==> config.mk <==
export PLATFORM = sky130hd
export DESIGN_NAME = video_stream_out_stage
export DESIGN_NICKNAME = d
export VERILOG_FILES = /design/src/rtl/video_stream_out_stage.sv
export SDC_FILE = /design/constraint.sdc
export NUM_CORES = 1
export LEC_CHECK = 0
export CORE_UTILIZATION = 40
export DETAILED_ROUTE_END_ITERATION = 8
export PLACE_DENSITY = 0.69
export SKIP_CTS_REPAIR_TIMING = 1
export SYNTH_ARGS = -nofsm -noshare
export SYNTH_HDL_FRONTEND = slang
export SYNTH_SLANG_ARGS = --single-unit
==> constraint.sdc <==
create_clock -name clk -period 5.05 [get_ports clk]
set_input_delay 1.2625 -clock clk [delete_from_list [all_inputs] [get_ports clk]]
set_output_delay 1.2625 -clock clk [all_outputs]
set_load 0.005 [all_outputs]
==> src/rtl/video_stream_out_stage.sv <==
// video_stream_out_stage
// Avalon-ST source stage behind the video effects block. Carries sop/eop of each
// accepted beat through a tag pipe matching the effects latency, checks frame
// framing on the processed pixel, and buffers the result in a credit-controlled
// first-word-fall-through FIFO so downstream backpressure never loses pixels.
//
// Ports
//   clk, reset                 clock, asynchronous active-low reset
//   snk_valid/sop/eop          upstream beat (same cycle the pixel enters effects)
//   snk_ready                  upstream may transfer (credit: FIFO + in-flight)
//   proc_data                  processed pixel, LATENCY cycles after its beat
//   src_data/valid/sop/eop     Avalon-ST source towards the output DMA
//   src_ready                  downstream ready
//   frame_done                 pulse when the last pixel of a frame is written
//   frame_err                  pulse on a framing error (early eop, sop mid-frame)
//   drop_cnt                   saturating count of beats dropped outside a frame
module video_stream_out_stage #(
    parameter int unsigned DATA_W     = 16,
    parameter int unsigned LATENCY    = 1,
    parameter int unsigned FIFO_DEPTH = 8,
    parameter int unsigned FRAME_W    = 320,
    parameter int unsigned FRAME_H    = 240
) (
    input  logic              clk,
    input  logic              reset,
    input  logic              snk_valid,
    input  logic              snk_sop,
    input  logic              snk_eop,
    output logic              snk_ready,
    input  logic [DATA_W-1:0] proc_data,
    output logic [DATA_W-1:0] src_data,
    output logic              src_valid,
    output logic              src_sop,
    output logic              src_eop,
    input  logic              src_ready,
    output logic              frame_done,
    output logic              frame_err,
    output logic [15:0]       drop_cnt
);

    localparam int unsigned FRAME_PIX = FRAME_W * FRAME_H;
    localparam int unsigned PCNT_W    = (FRAME_PIX > 1) ? $clog2(FRAME_PIX) : 1;
    localparam int unsigned ADDR_W    = $clog2(FIFO_DEPTH);
    localparam int unsigned PTR_W     = ADDR_W + 1;
    localparam int unsigned CRED_W    = $clog2(FIFO_DEPTH + LATENCY + 1);
    localparam logic [PCNT_W-1:0] LAST_PIX = PCNT_W'(FRAME_PIX - 1);

    typedef struct packed {
        logic              sop;
        logic              eop;
        logic [DATA_W-1:0] data;
    } fifo_entry_t;

    typedef enum logic {
        IDLE     = 1'b0,
        IN_FRAME = 1'b1
    } state_t;

    logic               accept;
    logic [LATENCY-1:0] tag_v;
    logic [LATENCY-1:0] tag_sop;
    logic [LATENCY-1:0] tag_eop;
    logic               tag_out_v;
    logic               tag_out_sop;
    logic               tag_out_eop;
    logic [CRED_W-1:0]  inflight;

    logic [PTR_W-1:0]   wr_ptr;
    logic [PTR_W-1:0]   rd_ptr;
    logic [PTR_W-1:0]   fifo_count;
    fifo_entry_t        mem [FIFO_DEPTH];
    fifo_entry_t        rd_entry;
    fifo_entry_t        wr_entry;
    logic               push;
    logic               pop;

    state_t             state_q;
    state_t             state_d;
    logic [PCNT_W-1:0]  pcnt_q;
    logic [PCNT_W-1:0]  pcnt_d;
    logic               done_d;
    logic               err_d;
    logic [15:0]        drop_d;

    // Credit check: every beat in flight already owns a FIFO slot
    assign accept     = snk_valid & snk_ready;
    assign fifo_count = wr_ptr - rd_ptr;

    always_comb begin
        inflight = '0;
        for (int i = 0; i < LATENCY; i++) begin
            inflight = inflight + CRED_W'(tag_v[i]);
        end
    end

    assign snk_ready = reset & ((CRED_W'(fifo_count) + inflight) < CRED_W'(FIFO_DEPTH));

    // Tag pipe: last stage lines up with proc_data
    always_ff @(posedge clk or negedge reset) begin
        if (!reset) begin
            tag_v   <= '0;
            tag_sop <= '0;
            tag_eop <= '0;
        end else begin
            tag_v[0]   <= accept;
            tag_sop[0] <= accept & snk_sop;
            tag_eop[0] <= accept & snk_eop;
            for (int i = 1; i < LATENCY; i++) begin
                tag_v[i]   <= tag_v[i-1];
                tag_sop[i] <= tag_sop[i-1];
                tag_eop[i] <= tag_eop[i-1];
            end
        end
    end

    assign tag_out_v   = tag_v[LATENCY-1];
    assign tag_out_sop = tag_sop[LATENCY-1];
    assign tag_out_eop = tag_eop[LATENCY-1];

    // Framing next-state and write decode
    always_comb begin
        state_d       = state_q;
        pcnt_d        = pcnt_q;
        push          = 1'b0;
        wr_entry.sop  = 1'b0;
        wr_entry.eop  = 1'b0;
        wr_entry.data = proc_data;
        done_d        = 1'b0;
        err_d         = 1'b0;
        drop_d        = drop_cnt;
        if (tag_out_v) begin
            case (state_q)
                IDLE: begin
                    if (tag_out_sop) begin
                        push         = 1'b1;
                        wr_entry.sop = 1'b1;
                        if (FRAME_PIX == 1) begin
                            wr_entry.eop = 1'b1;
                            done_d       = 1'b1;
                        end else begin
                            pcnt_d  = PCNT_W'(1);
                            state_d = IN_FRAME;
                        end
                    end else if (drop_cnt != 16'hFFFF) begin
                        drop_d = drop_cnt + 16'd1;
                    end
                end
                IN_FRAME: begin
                    push = 1'b1;
                    if (tag_out_sop) begin
                        // Restart: the new sop begins a fresh frame
                        err_d        = 1'b1;
                        wr_entry.sop = 1'b1;
                        pcnt_d       = PCNT_W'(1);
                    end else if (pcnt_q == LAST_PIX) begin
                        wr_entry.eop = 1'b1;
                        done_d       = 1'b1;
                        state_d      = IDLE;
                    end else if (tag_out_eop) begin
                        wr_entry.eop = 1'b1;
                        err_d        = 1'b1;
                        state_d      = IDLE;
                    end else begin
                        pcnt_d = pcnt_q + PCNT_W'(1);
                    end
                end
                default: state_d = IDLE;
            endcase
        end
    end

    // Framing state, pulses and drop counter
    always_ff @(posedge clk or negedge reset) begin
        if (!reset) begin
            state_q    <= IDLE;
            pcnt_q     <= '0;
            frame_done <= 1'b0;
            frame_err  <= 1'b0;
            drop_cnt   <= '0;
        end else begin
            state_q    <= state_d;
            pcnt_q     <= pcnt_d;
            frame_done <= done_d;
            frame_err  <= err_d;
            drop_cnt   <= drop_d;
        end
    end

    // FIFO storage (contents need no reset; reads are masked when empty)
    always_ff @(posedge clk) begin
        if (push) begin
            mem[wr_ptr[ADDR_W-1:0]] <= wr_entry;
        end
    end

    always_ff @(posedge clk or negedge reset) begin
        if (!reset) begin
            wr_ptr <= '0;
            rd_ptr <= '0;
        end else begin
            if (push) begin
                wr_ptr <= wr_ptr + PTR_W'(1);
            end
            if (pop) begin
                rd_ptr <= rd_ptr + PTR_W'(1);
            end
        end
    end

    // First-word fall-through read side
    assign rd_entry  = mem[rd_ptr[ADDR_W-1:0]];
    assign src_valid = (fifo_count != '0);
    assign pop       = src_valid & src_ready;
    assign src_data  = src_valid ? rd_entry.data : '0;
    assign src_sop   = src_valid & rd_entry.sop;
    assign src_eop   = src_valid & rd_entry.eop;

endmodule

## Word level (Yosys, flattened, before mapping)

Memory sizes are Yosys's and may differ from the RTL's.
Cells that the tools add are included.

- Bitwise gates (word level): 9
- Reduce and logical (&&, ||, !) cells: 3
- Eq/ne operators: 5
- Muxes and demuxes: 28
- Order comparisons: 1
- Div/mod/pow operators: 0
- $add $sub $neg: 6
- Shift operators: 0
- Multipliers: 0

Operator list:

| cell | count |
|---|---|
| $mux 17 | 4 |
| $pmux 17 s2 | 1 |
| $mux 1 | 19 |
| $add 17x1->17 const B | 1 |
| $eq 17x17->1 const B | 1 |
| $add 16x1->16 const B | 1 |
| $mux 16 | 1 |
| $ne 16x16->1 const B | 1 |
| $add 4x1->4 const B | 2 |
| $reduce_and 4->1 | 2 |
| $and 1x1->1 | 7 |
| $ne 3x3->1 const B | 2 |
| $add 4x1->4 | 1 |
| $lt 4x4->1 const B | 1 |
| $pmux 1 s2 | 2 |
| $reduce_bool 4->1 | 1 |
| $sub 4x4->4 | 1 |
| $mux 2 | 1 |
| $ne 2x2->1 const B | 1 |
| $not 1->1 | 2 |

- Output and inout bits: 38
- Memory bits (read-only): 0
- Bits of input ports: 22
- RAM bits: 144
- Bits in registers: 47
- Memories: 1
- Latch bits: 0

Memories:

| name | depth | width | read ports | clocked after memory_dff | wr ports | line | RTL |
|---|---|---|---|---|---|---|---|
| mem | 8 | 18 | 1 | 0 | 1 | 71 | `fifo_entry_t mem [FIFO_DEPTH];` |

## Logic depth before layout (Yosys ltp)

Gate-level depths: netlist of run 1.

- Depth after elaboration: 6
- Mapped depth: 10
- Depth with buffers taken out: 9

## Worst setup path after synthesis of run 1

No wires, ideal clock.

- Path type: register to output
- Start point: reg rd_ptr[1]
- End point: out src_data[0]
- Path buffers: 3
- Arrival time: 2,262 ps
- Stages on the path, launching flop included: 10
- Setup slack: 1,525 ps
- Cells stage by stage: dfrtp_1 -> buf_2 -> buf_1 -> inv_1 -> ha_1 -> and3b_1 -> or3_1 -> a21oi_1 -> buf_2 -> a21oi_1

- Cells in the longest elaborated chain, start to end: 3

RTL lines:

| item | line | RTL |
|---|---|---|
| start: declaration | 69 | `logic [PTR_W-1:0] rd_ptr;` |
| start signal: assignment | 205 | `rd_ptr <= rd_ptr + PTR_W'(1);` |
| $sub 4x4->4 | 87 | `assign fifo_count = wr_ptr - rd_ptr;` |
| $reduce_bool 4->1 | 212 | `assign src_valid = (fifo_count != '0);` |
| $mux 16 (*) | 214 | `assign src_data = src_valid ? rd_entry.data : '0;` |
| end: declaration | 31 | `output logic [DATA_W-1:0] src_data,` |

Mark *: on every way between the ends. The rest lies on a longest branch, timed or not.

## Worst setup path after layout of run 1

- Start point: reg wr_ptr[0]
- End point: out snk_ready

- Cells in the longest elaborated chain, start to end: 4

RTL lines:

| item | line | RTL |
|---|---|---|
| start: declaration | 68 | `logic [PTR_W-1:0] wr_ptr;` |
| start signal: assignment | 202 | `wr_ptr <= wr_ptr + PTR_W'(1);` |
| $sub 4x4->4 | 87 |  |
| $add 4x1->4 | 96 | `assign snk_ready = reset & ((CRED_W'(fifo_count) + inflight) < CRED_W'(FIFO_DEPTH));` |
| $lt 4x4->1 | 96 |  |
| $and 1x1->1 | 96 |  |
| end: declaration | 29 | `output logic snk_ready,` |

No other way between the ends.

==> results of run 1 <==
==> layout by cell type (no fill, tap or decap), types with 8 or more instances in the layout <==
cell type | netlist | routed
a21oi_1 | 30 | 29
buf_4 | 2 | 14
clkbuf_16 | 0 | 17
clkdlybuf4s50_1 | 0 | 58
dfrtp_1 | 47 | 46
edfxtp_1 | 144 | 144
mux4_2 | 36 | 36
nand2_1 | 68 | 68
nand3_1 | 13 | 13
nand4_1 | 8 | 8
nor2_1 | 17 | 16
o21ai_0 | 12 | 12
xnor2_1 | 19 | 19
==> layer usage <==
metal,GRT usage [%],routed length [um],vias to the layer above
li1,-,-,2128
met1,21.5,7120,2369
met2,28.8,8230,88
met3,3.27,518,11
met4,5.04,177,0
met5,0,0,-
==> logic make-up (layout without fill, tap and decap cells) <==
kind of cell    count (synthesis)  after routing
compound gates                 72             72
xor+xnor                       24             24
fa+ha+maj                       8              8
buf+inv                        25            110
flops                         191            191
mux                            38             38
simple gates                  155            155
==> flip-flops by register name (all words and copies together) (netlist names) <==
register	count
mem	144
pcnt_q	17
drop_cnt	16
rd_ptr	4
wr_ptr	4
frame_done	1
frame_err	1
state_q	1
tag_eop	1
tag_out_sop	1
tag_out_v	1
==> power by group through the flow <==
stage                     sequential, mW  combinational [mW]  clock, mW
after detailed placement            1.87                1.40          0
final                               1.84                1.38       1.27
after global routing                1.85                1.53       1.35
after CTS                           1.84                1.40       1.29
after global placement              1.87                1.37          0
after floorplan                     1.85               0.859          0
==> cell usage after synthesis, drive strengths merged, types with 3 or more instances <==
cell / instances
xnor2: 19
o31ai: 4
and3: 6
a31oi: 6
nand2b: 4
edfxtp: 144
nor4: 5
clkbuf: 10
mux4: 36
nand2: 68
inv: 5
and4: 5
and2: 3
nor3: 8
or3: 3
nand3: 14
buf: 10
nand4: 8
a22o: 3
ha: 7
o21ai: 15
nor2: 18
a21o: 7
a21oi: 31
dfrtp: 47
xor2: 5
==> path summary, 6_finish.rpt <==
kind | cells after the start | slack, ps | to
worst min register to register | 1 | 500 | drop_cnt[14]$_DFFE_PN0P_
max in group asynchronous | 2 | 3650 | rd_ptr[0]$_DFFE_PN0P_
worst min-delay path | 1 | 500 | drop_cnt[14]$_DFFE_PN0P_
min in group asynchronous | 2 | 940 | drop_cnt[1]$_DFFE_PN0P_
worst max-delay path | 10 | 710 | snk_ready
worst max register to register | 10 | 2420 | rd_ptr[1]$_DFFE_PN0P_
==> through the flow <==
stage	cells	instance area, um^2	worst slack, ps	hold WS (ps)	utilization, %
after detailed placement	831	9020	1180	506	46.1
after CTS	863	9590	686	515	48.9
after global routing	863	9590	435	536	48.9
final	863	9590	706	500	48.9
after global placement	831	9020	1190	489	46.1
after floorplan	513	8060	1530	480	-
==> worst register-to-register path, cell delays in order (launching register included) <==
cell	delay, ps
dfrtp_1	450
inv_1	130
ha_1	160
inv_1	50
fa_1	370
xnor2_1	210
nand3b_1	150
a21oi_2	120
buf_4	310
nand2b_1	210
mux2_2	340
==> area by class of cell <==
type / instances / area share [%]
Clock buffer: 18 / 4.48
Clock inverter: 14 / 1.40
Inverter: 5 / 0.196
Multi-Input combinational cell: 297 / 25.9
Sequential cell: 191 / 57.4
Tap cell: 265 / 3.46
Timing Repair Buffer: 73 / 7.21
==> out/qor.yml, run 1 <==
cp_cell_sequence: "inv_1, ha_1, inv_1, fa_1, xnor2_1, nor3_1, xnor2_1, xnor2_1, and2_1, clkdlybuf4s50_1"
synth_simple_gate_area_share_pct: 10.6
firstDrtPassIters: 4
synth_edf_count: 144
placeableCoreArea_um2: 19600
globalplace.congestion: 0.771
power_leakage_nw: 3.35
hold_class: "flop to flop"
critical-path-top-cell-by-count: "xnor2_1"
grt_use_total_pct: 16.8
synth.net_count: 543
critical_path_arrival_ps: 3080
slew_headroom_pct: 43.2
category_of_cells_accounting_for_the_largest_share_of_critical_path_delay: "buffers and inverters"
critical_path_peak_fanout: 6
tritoncts_num_sinks: 191
setup.worst_path.start_class: "flop"
regToRegStartpoint: "wr_ptr[0]$_DFFE_PN0P_"
drt-wirelength-per-cell_um: 18.6
total_chip_power_mw: 4.49
syn_to_final_growth_pct: 19.0
number_of_global_route_vias_before_repair: 4740
synth_sequential_area_ratio_pct: 68.3
synth_top_flop_cell: "edfxtp_1"
final_max_slew_viol_count: 0
total_area_of_multi_input_combinational_cells_um2: 2480
final_hold_viol_count: 0
max-cap-violations: 0
setup_viol: 0
drtIter0Drc: 247
final-seq-area_um2: 5500
yosysWarningCount: 0
maximum_clock_rate_mhz: 230
timing.setup.tns_ps: 0
required_ps: 3790
routed-via-count: 4596
hpwl_dp_um: 9730
max-vdd-ir-drop_mv: 0.267
rsz0062_at_grt: "false"
layout_nets: 615
p_clk_share_pct: 28.3
synth_mux_area_share_pct: 10.3
post-route-drc-count: 0
start_util_pct: 41.1
period_share_pct: 86.0
synth_compound_area_share_pct: 5.47
netSwitchingFraction_pct: 29.8
clock-root-buffer: "clkbuf_16"
worstPathBufferInverterCount: 3
route.antenna.remaining_nets: 0
synth_xor_xnor_area_share_pct: 2.61
register_bit_count_reported_by_yosys: 191
path_class: "flop to output pin"
worst_path_max_delay_cell: "clkdlybuf4s50_1"
clkSlewWorstSetupHoldPaths_ps: 80
synth_fa_ha_area_share_pct: 1.34
post-synth-top-area-cell: "edfxtp_1"
die_w_um: 144
htreeDepth: 4
grt_max_degree: 51
io-pin-count: 60
cellPowerDensity_nw_per_um2: 468
cpPeakStageDelay_ps: 490
share_of_cells_above_drive_strength_1_pct: 17.9
internal_power_mw: 3.15
status: "complete, no violations"
post_synth.cell_area_avg_um2: 15.7
async_reset_ff_share_pct: 24.6
clock_insertion_delay_worst_skew_ps: 430
first_pass_grt_wire_length_um: 25700
floorplan.die_area_um2: 20700
min_period_ps: 4340
net-switching-power_mw: 1.34
startpoint: "wr_ptr[0]$_DFFE_PN0P_"
row_count: 51
synth_top_cell_area_share_pct: 53.7
p_comb_share_pct: 30.7
yosys.cell_types.count: 54
vias_per_cell: 5.33
cts.path.max_buffers: 2
fillers: 1662
cts_buffers: 17
drt_wl_total_um: 16000
placement.io_buffers: 59
worst_slew_pin_slew_ps: 844
synth_top_family_by_area: "simple AND/OR/NAND/NOR gates"
netlist_top_cells_area: "edfxtp_1 54%, dfrtp_1 15%, mux4_2 10%"
seqPwrFrac_pct: 41.0
die_h_um: 144
netlist_area_um2: 8060
antenna_found_initial: 0
tritoncts: "yes"
hold_path_startpoint: "drop_cnt[14]$_DFFE_PN0P_"
cp-end-kind: "output pin"
globalRouteOverflowTotal: 0
synthesis.instances: 513
worst_clock_skew_ps: 12.8
num_antenna_cells: 0
Power figures use the tool's default switching activity.
==> inputs of run 2 (changes only) <==
Settings changed: ABC_AREA set to 1.
Clock period 5.05 ns to 4.2 ns, I/O delays scaled along.
==> out/qor.yml, run 2 <==
async_reset_ff_share_pct: 24.6  # unchanged
critical_path_arrival_ps: 2980  # was 3080 ps
placeableCoreArea_um2: 21100  # was 19600 um^2
floorplan.die_area_um2: 22200  # was 20700 um^2
drtIter0Drc: 357  # was 247
clkSlewWorstSetupHoldPaths_ps: 70  # was 80 ps
io-pin-count: 60  # unchanged
fillers: 1927  # was 1662
worst-r2r-setup-slack_ps: 1870  # was 2420 ps
grt_use_total_pct: 17.5  # was 16.8%
post-route-util_pct: 48.6  # was 48.9%
layout_nets: 901  # was 615
path_class: "flop to output pin"  # unchanged
route.antenna.remaining_nets: 0  # unchanged
htreeDepth: 4  # unchanged
final_max_slew_viol_count: 0  # unchanged
fin_worst_hold_slack_ps: 509  # was 500 ps
die_h_um: 149  # was 144 um
netlist_area_um2: 8630  # was 8060 um^2
number_of_global_route_vias_before_repair: 5593  # was 4740
place_ws_ps: 442  # was 1180 ps
start_util_pct: 40.9  # was 41.1%
max-cap-violations: 0  # unchanged
tritoncts_num_sinks: 191  # unchanged
grt_util_met2_pct: 29.3  # was 28.8%
yosysWarningCount: 0  # unchanged
min_period_ps: 4030
synth_top_flop_cell: "edfxtp_1"  # unchanged
met3_usage_pct: 3.67  # was 3.27%
syn_to_final_growth_pct: 18.6  # was 19.0%
synth_most_common_cell: "nand2_1"  # was edfxtp_1
dpl_cell_area_um2: 9580  # was 9020 um^2
hpwl_dp_um: 10600  # was 9730 um
cts.path.max_buffers: 2  # unchanged
yosys.cell_types.count: 38  # was 54
drt_wl_total_um: 18800  # was 16000 um
setup_viol: 0  # unchanged
post-route-worst-setup-slack_ps: 169  # was 706 ps
vias_per_cell: 5.09  # was 5.33
setup.worst_path.start_class: "flop"  # unchanged
grt_max_degree: 75  # was 51
whs_endpoint: "state_q$_DFFE_PN0P_"  # was drop_cnt[14]$_DFFE_PN0P_
worstRegToRegCells: 11  # was 10
critical_path_peak_fanout: 9  # was 6
share_of_cells_above_drive_strength_1_pct: 9.84  # was 17.9%
globalplace.congestion: 0.827  # was 0.771
firstDrtPassIters: 4  # unchanged
final_hold_viol_count: 0  # unchanged
post-synth-top-area-cell: "edfxtp_1"  # unchanged
worst_clock_skew_ps: 9.63  # was 12.8 ps
post_synth.cell_area_avg_um2: 10.7  # was 15.7 um^2
hold_path_startpoint: "tag_out_v$_DFF_PN0_"  # was drop_cnt[14]$_DFFE_PN0P_
timing.setup.tns_ps: 0  # unchanged
synth.net_count: 838  # was 543
clock-root-buffer: "clkbuf_16"  # unchanged
synthesis.instances: 808  # was 513
largest_register_ffs: 144  # unchanged
antenna_found_initial: 0  # unchanged
max-vdd-ir-drop_mv: 0.409  # was 0.267 mV
total_chip_power_mw: 5.97  # was 4.49 mW
total_area_of_multi_input_combinational_cells_um2: 2870  # was 2480 um^2
netlist_top_cells_area: "edfxtp_1 50%, dfrtp_1 14%, nand2_1 9.7%"  # was edfxtp_1 54%, dfrtp_1 15%, mux4_2 10%
die_w_um: 149  # was 144 um
synth_edf_count: 144  # unchanged
hold_class: "flop to flop"  # unchanged
worst_slew_pin_slew_ps: 948  # was 844 ps
routed-via-count: 5899  # was 4596
clock_insertion_delay_worst_skew_ps: 440  # was 430 ps
synth_top_cell_area_share_pct: 50.1  # was 53.7%
hold-path-cell-count: 1  # unchanged
final_common_cell: "nand2_1"  # was edfxtp_1
register_bit_count_reported_by_yosys: 191  # unchanged
row_count: 53  # was 51
status: "complete, no violations"  # unchanged
drt-wirelength-per-cell_um: 16.2  # was 18.6 um
final-seq-area_um2: 5500  # about the same
power_leakage_nw: 4.01  # was 3.35 nW
required_ps: 3150  # was 3790 ps
grt.met1_usage_pct: 23.1  # was 21.5%
layout.cell_area.non_filler_um2: 10200  # was 9590 um^2
stdcell_count: 1159  # was 863
maximum_clock_rate_mhz: 248
grt_busiest_layer: "met2"  # unchanged
cellPowerDensity_nw_per_um2: 583  # was 468 nW/um^2
cts_buffers: 17  # unchanged
regToRegStartpoint: "wr_ptr[0]$_DFFE_PN0P_"  # unchanged
globalRouteOverflowTotal: 0  # unchanged
first_pass_grt_wire_length_um: 29600  # was 25700 um
post-route-drc-count: 0  # unchanged
cp-end-kind: "output pin"  # unchanged
num_antenna_cells: 0  # unchanged
placement.io_buffers: 59  # unchanged
slew_headroom_pct: 36.7  # was 43.2%
synth.cells.most_frequent: "223 x nand2_1, 144 x edfxtp_1, 76 x a21oi_1"  # was 144 x edfxtp_1, 68 x nand2_1, 47 x dfrtp_1
place_inst: 1125  # was 831
period_share_pct: 96.0
destination_of_the_worst_register_to_register_timing_path: "rd_ptr[1]$_DFFE_PN0P_"  # unchanged
tritoncts: "yes"  # unchanged
synth_sequential_area_ratio_pct: 63.7  # was 68.3%
most-common-layout-cells: "222 x nand2_1, 144 x edfxtp_1, 76 x a21oi_1"  # was 144 x edfxtp_1, 68 x nand2_1, 58 x clkdlybuf4s50_1
-- run 2: changes by cell type after synthesis, moves of 8 or more --
cell	delta
inv_1	+30
a21oi_1	+46
o21ai_0	-8
mux4_2	-36
nand3_1	+22
nor2_1	+51
a22oi_1	+36
mux2i_1	+18
nand2_1	+155
-- run 2: routing by layer --
layer | wire length, um | vias up
met5 | 0 | -
met4 | 290 | 0
met3 | 768 | 19
met2 | 9420 | 118
met1 | 8280 | 2841
li1 | - | 2921
-- run 2: critical path: stages, from the launching register on --
cell and delay (ps):
dfrtp_2 480, inv_2 140, ha_1 160, inv_1 70, fa_1 380, xnor2_1 210
inv_1 60, nor2_1 180, nand2_4 150, inv_4 190, nor2_1 70, clkdlybuf4s50_1 440
-- run 2: final cells by class --
class                   instances  area share [%]
flip-flops and latches        191            53.7
multi-input cells             542            28.0
repair buffers                 73            6.87
clock buffers                  17            4.15
well taps                     275            3.36
clock inverters                15            2.07
inverters                      44            1.70
repair inverters                2           0.110
-- run 2: power breakdown --
part           internal [mW]  leakage [nW]  switching (mW)
combinational          0.894          1.76            1.18
clock                  0.921         0.312           0.786
sequential              2.10          1.94          0.0966
total                   3.92          4.01            2.06
-- run 2: kinds of logic after synthesis --
kind of cell | after synthesis | share of synthesized area, %
adders and majority gates | 8 | 1.25
and+or+nand+nor | 369 | 18.6
AOI/OAI and AO/OA | 123 | 8.23
buffers and inverters | 75 | 3.65
muxes | 18 | 2.09
DFF | 191 | 63.7
xor gates and xnor gates | 24 | 2.44
-- run 2: worst max path at each step --
stage / end / slack, ps / start / depth (start not counted)
global route: src_data[10] / -10 / wr_ptr[0]$_DFFE_PN0P_ / 11
finish: src_sop / 170 / wr_ptr[0]$_DFFE_PN0P_ / 11
global placement: src_data[13] / 510 / wr_ptr[0]$_DFFE_PN0P_ / 11
floorplan: src_data[10] / 1040 / rd_ptr[2]$_DFFE_PN0P_ / 11
detailed placement: src_data[14] / 440 / wr_ptr[0]$_DFFE_PN0P_ / 11
CTS: src_data[8] / -50 / wr_ptr[0]$_DFFE_PN0P_ / 11
==> inputs of run 3 (changes only) <==
Settings changed: CTS_BUF_LIST set to sky130_fd_sc_hd__clkbuf_8.
==> out/qor.yml, run 3 (synthesis gave the netlist of run 2 again) <==
cellPowerDensity_nw_per_um2: 554  # was 583 nW/um^2
period_share_pct: 95.5  # was 96.0%
setup_viol: 0  # unchanged
hold-path-cell-count: 1  # unchanged
row_count: 53  # unchanged
drtIter0Drc: 346  # was 357
layout.cell_area.non_filler_um2: 10000  # was 10200 um^2
route.antenna.remaining_nets: 0  # unchanged
post-route-worst-setup-slack_ps: 190  # was 169 ps
placeableCoreArea_um2: 21100  # unchanged
final_common_cell: "nand2_1"  # unchanged
worst_slew_pin_slew_ps: 951  # was 948 ps
power_leakage_nw: 3.92  # was 4.01 nW
max-cap-violations: 0  # unchanged
hold_class: "flop to flop"  # unchanged
total_chip_power_mw: 5.57  # was 5.97 mW
maximum_clock_rate_mhz: 249  # was 248 MHz
cts_buffers: 17  # unchanged
die_h_um: 149  # unchanged
post-route-drc-count: 0  # unchanged
most-common-layout-cells: "222 x nand2_1, 144 x edfxtp_1, 76 x a21oi_1"  # unchanged
min_period_ps: 4010  # was 4030 ps
num_antenna_cells: 0  # unchanged
final-seq-area_um2: 5500  # unchanged
antenna_found_initial: 0  # unchanged
share_of_cells_above_drive_strength_1_pct: 9.84  # unchanged
destination_of_the_worst_register_to_register_timing_path: "mem[7][13]$_DFFE_PP_"  # was rd_ptr[1]$_DFFE_PN0P_
syn_to_final_growth_pct: 16.4  # was 18.6%
total_area_of_multi_input_combinational_cells_um2: 2870  # unchanged
layout_nets: 901  # unchanged
globalRouteOverflowTotal: 0  # unchanged
topRoutingLayerUsed: "met4"  # unchanged
critical_path_arrival_ps: 2960  # was 2980 ps
placement.io_buffers: 59  # unchanged
hpwl_dp_um: 10600  # unchanged
status: "complete, no violations"  # unchanged
setup.worst_path.start_class: "flop"  # unchanged
first_pass_grt_wire_length_um: 29300  # was 29600 um
htreeDepth: 4  # unchanged
clock_insertion_delay_worst_skew_ps: 470  # was 440 ps
routed-wl-met3_um: 868  # was 768 um
routed-via-count: 5873  # was 5899
tritoncts: "yes"  # unchanged
grt_use_total_pct: 17.2  # was 17.5%
vias_per_cell: 5.07  # was 5.09
place_inst: 1125  # unchanged
fillers: 1949  # was 1927
dpl_cell_area_um2: 9580  # unchanged
worst-r2r-setup-slack_ps: 1850  # was 1870 ps
drt_wl_total_um: 18600  # was 18800 um
floorplan.die_area_um2: 22200  # unchanged
regToRegStartpoint: "tag_out_sop$_DFF_PN0_"  # was wr_ptr[0]$_DFFE_PN0P_
grt_max_degree: 75  # unchanged
whs_endpoint: "state_q$_DFFE_PN0P_"  # unchanged
cp-end-kind: "output pin"  # unchanged
number_of_global_route_vias_before_repair: 5486  # was 5593
firstDrtPassIters: 4  # unchanged
slew_headroom_pct: 36.6  # was 36.7%
route.met2.wl_um: 9030  # was 9420 um
max-vdd-ir-drop_mv: 0.427  # was 0.409 mV
path_class: "flop to output pin"  # unchanged
die_w_um: 149  # unchanged
hold_path_startpoint: "tag_out_v$_DFF_PN0_"  # unchanged
place_ws_ps: 442  # unchanged
timing.setup.tns_ps: 0  # unchanged
rsz0062_at_grt: "false"
start_util_pct: 40.9  # unchanged
clkSlewWorstSetupHoldPaths_ps: 100  # was 70 ps
met1_length_um: 8350  # was 8280 um
cts.path.max_buffers: 2  # unchanged
fin_worst_hold_slack_ps: 521  # was 509 ps
post-route-util_pct: 47.7  # was 48.6%
final_hold_viol_count: 0  # unchanged
worst_clock_skew_ps: 11.2  # was 9.63 ps
io-pin-count: 60  # unchanged
stdcell_count: 1159  # unchanged
tritoncts_num_sinks: 191  # unchanged
required_ps: 3150  # about the same
worstRegToRegCells: 4  # was 11
critical_path_peak_fanout: 7  # was 9
largest_register_ffs: 144  # unchanged
final_max_slew_viol_count: 0  # unchanged
clock-root-buffer: "clkbuf_8"  # was clkbuf_16
drt-wirelength-per-cell_um: 16.1  # was 16.2 um
globalplace.congestion: 0.827  # unchanged
[run 3: cell count changes in the layout (fill, tap and decap cells not counted)]
cell,before,now
clkbuf_16,17,0
inv_6,1,2
clkbuf_8,0,17
inv_4,2,1
[run 3: area by class of cell]
| cell class | count | share of cell area, % |
|---|---|---|
| multi-input cells | 542 | 28.5 |
| flip-flops and latches | 191 | 54.8 |
| repair inverters | 2 | 0.137 |
| well taps | 275 | 3.42 |
| clock inverters | 15 | 2.10 |
| repair buffers | 73 | 7.00 |
| clock buffers | 17 | 2.33 |
| inverters | 44 | 1.73 |
[run 3: worst max path at each step]
stage,startpoint,endpoint,depth (start not counted)
finish,wr_ptr[0]$_DFFE_PN0P_,src_data[4],11
detailed placement,wr_ptr[0]$_DFFE_PN0P_,src_data[14],11
floorplan,rd_ptr[2]$_DFFE_PN0P_,src_data[10],11
global route,wr_ptr[0]$_DFFE_PN0P_,src_data[10],11
CTS,wr_ptr[0]$_DFFE_PN0P_,src_data[8],11
global placement,wr_ptr[0]$_DFFE_PN0P_,src_data[13],11
[run 3: worst max-delay path, cell delays in order, from the launching register on]
cell,delay [ps]
dfrtp_2,490
inv_2,140
ha_1,160
inv_1,70
fa_1,510
inv_1,40
nand2_1,50
nor2_1,60
nand2_4,160
clkinv_2,160
nor2_1,140
clkdlybuf4s50_1,510
[run 3: metal layers]
metal  vias up  global-route usage [%]
met1      2805                    23.1
met4         0                    4.18
li1       2920                       -
met2       124                    28.7
met3        24                    3.52
met5         -                       0
[run 3: where the power goes]
group | internal [mW] | switching [mW]
Clock | 0.572 | 0.738
Combinational | 0.894 | 1.17
Sequential | 2.10 | 0.0966
Total | 3.57 | 2.00
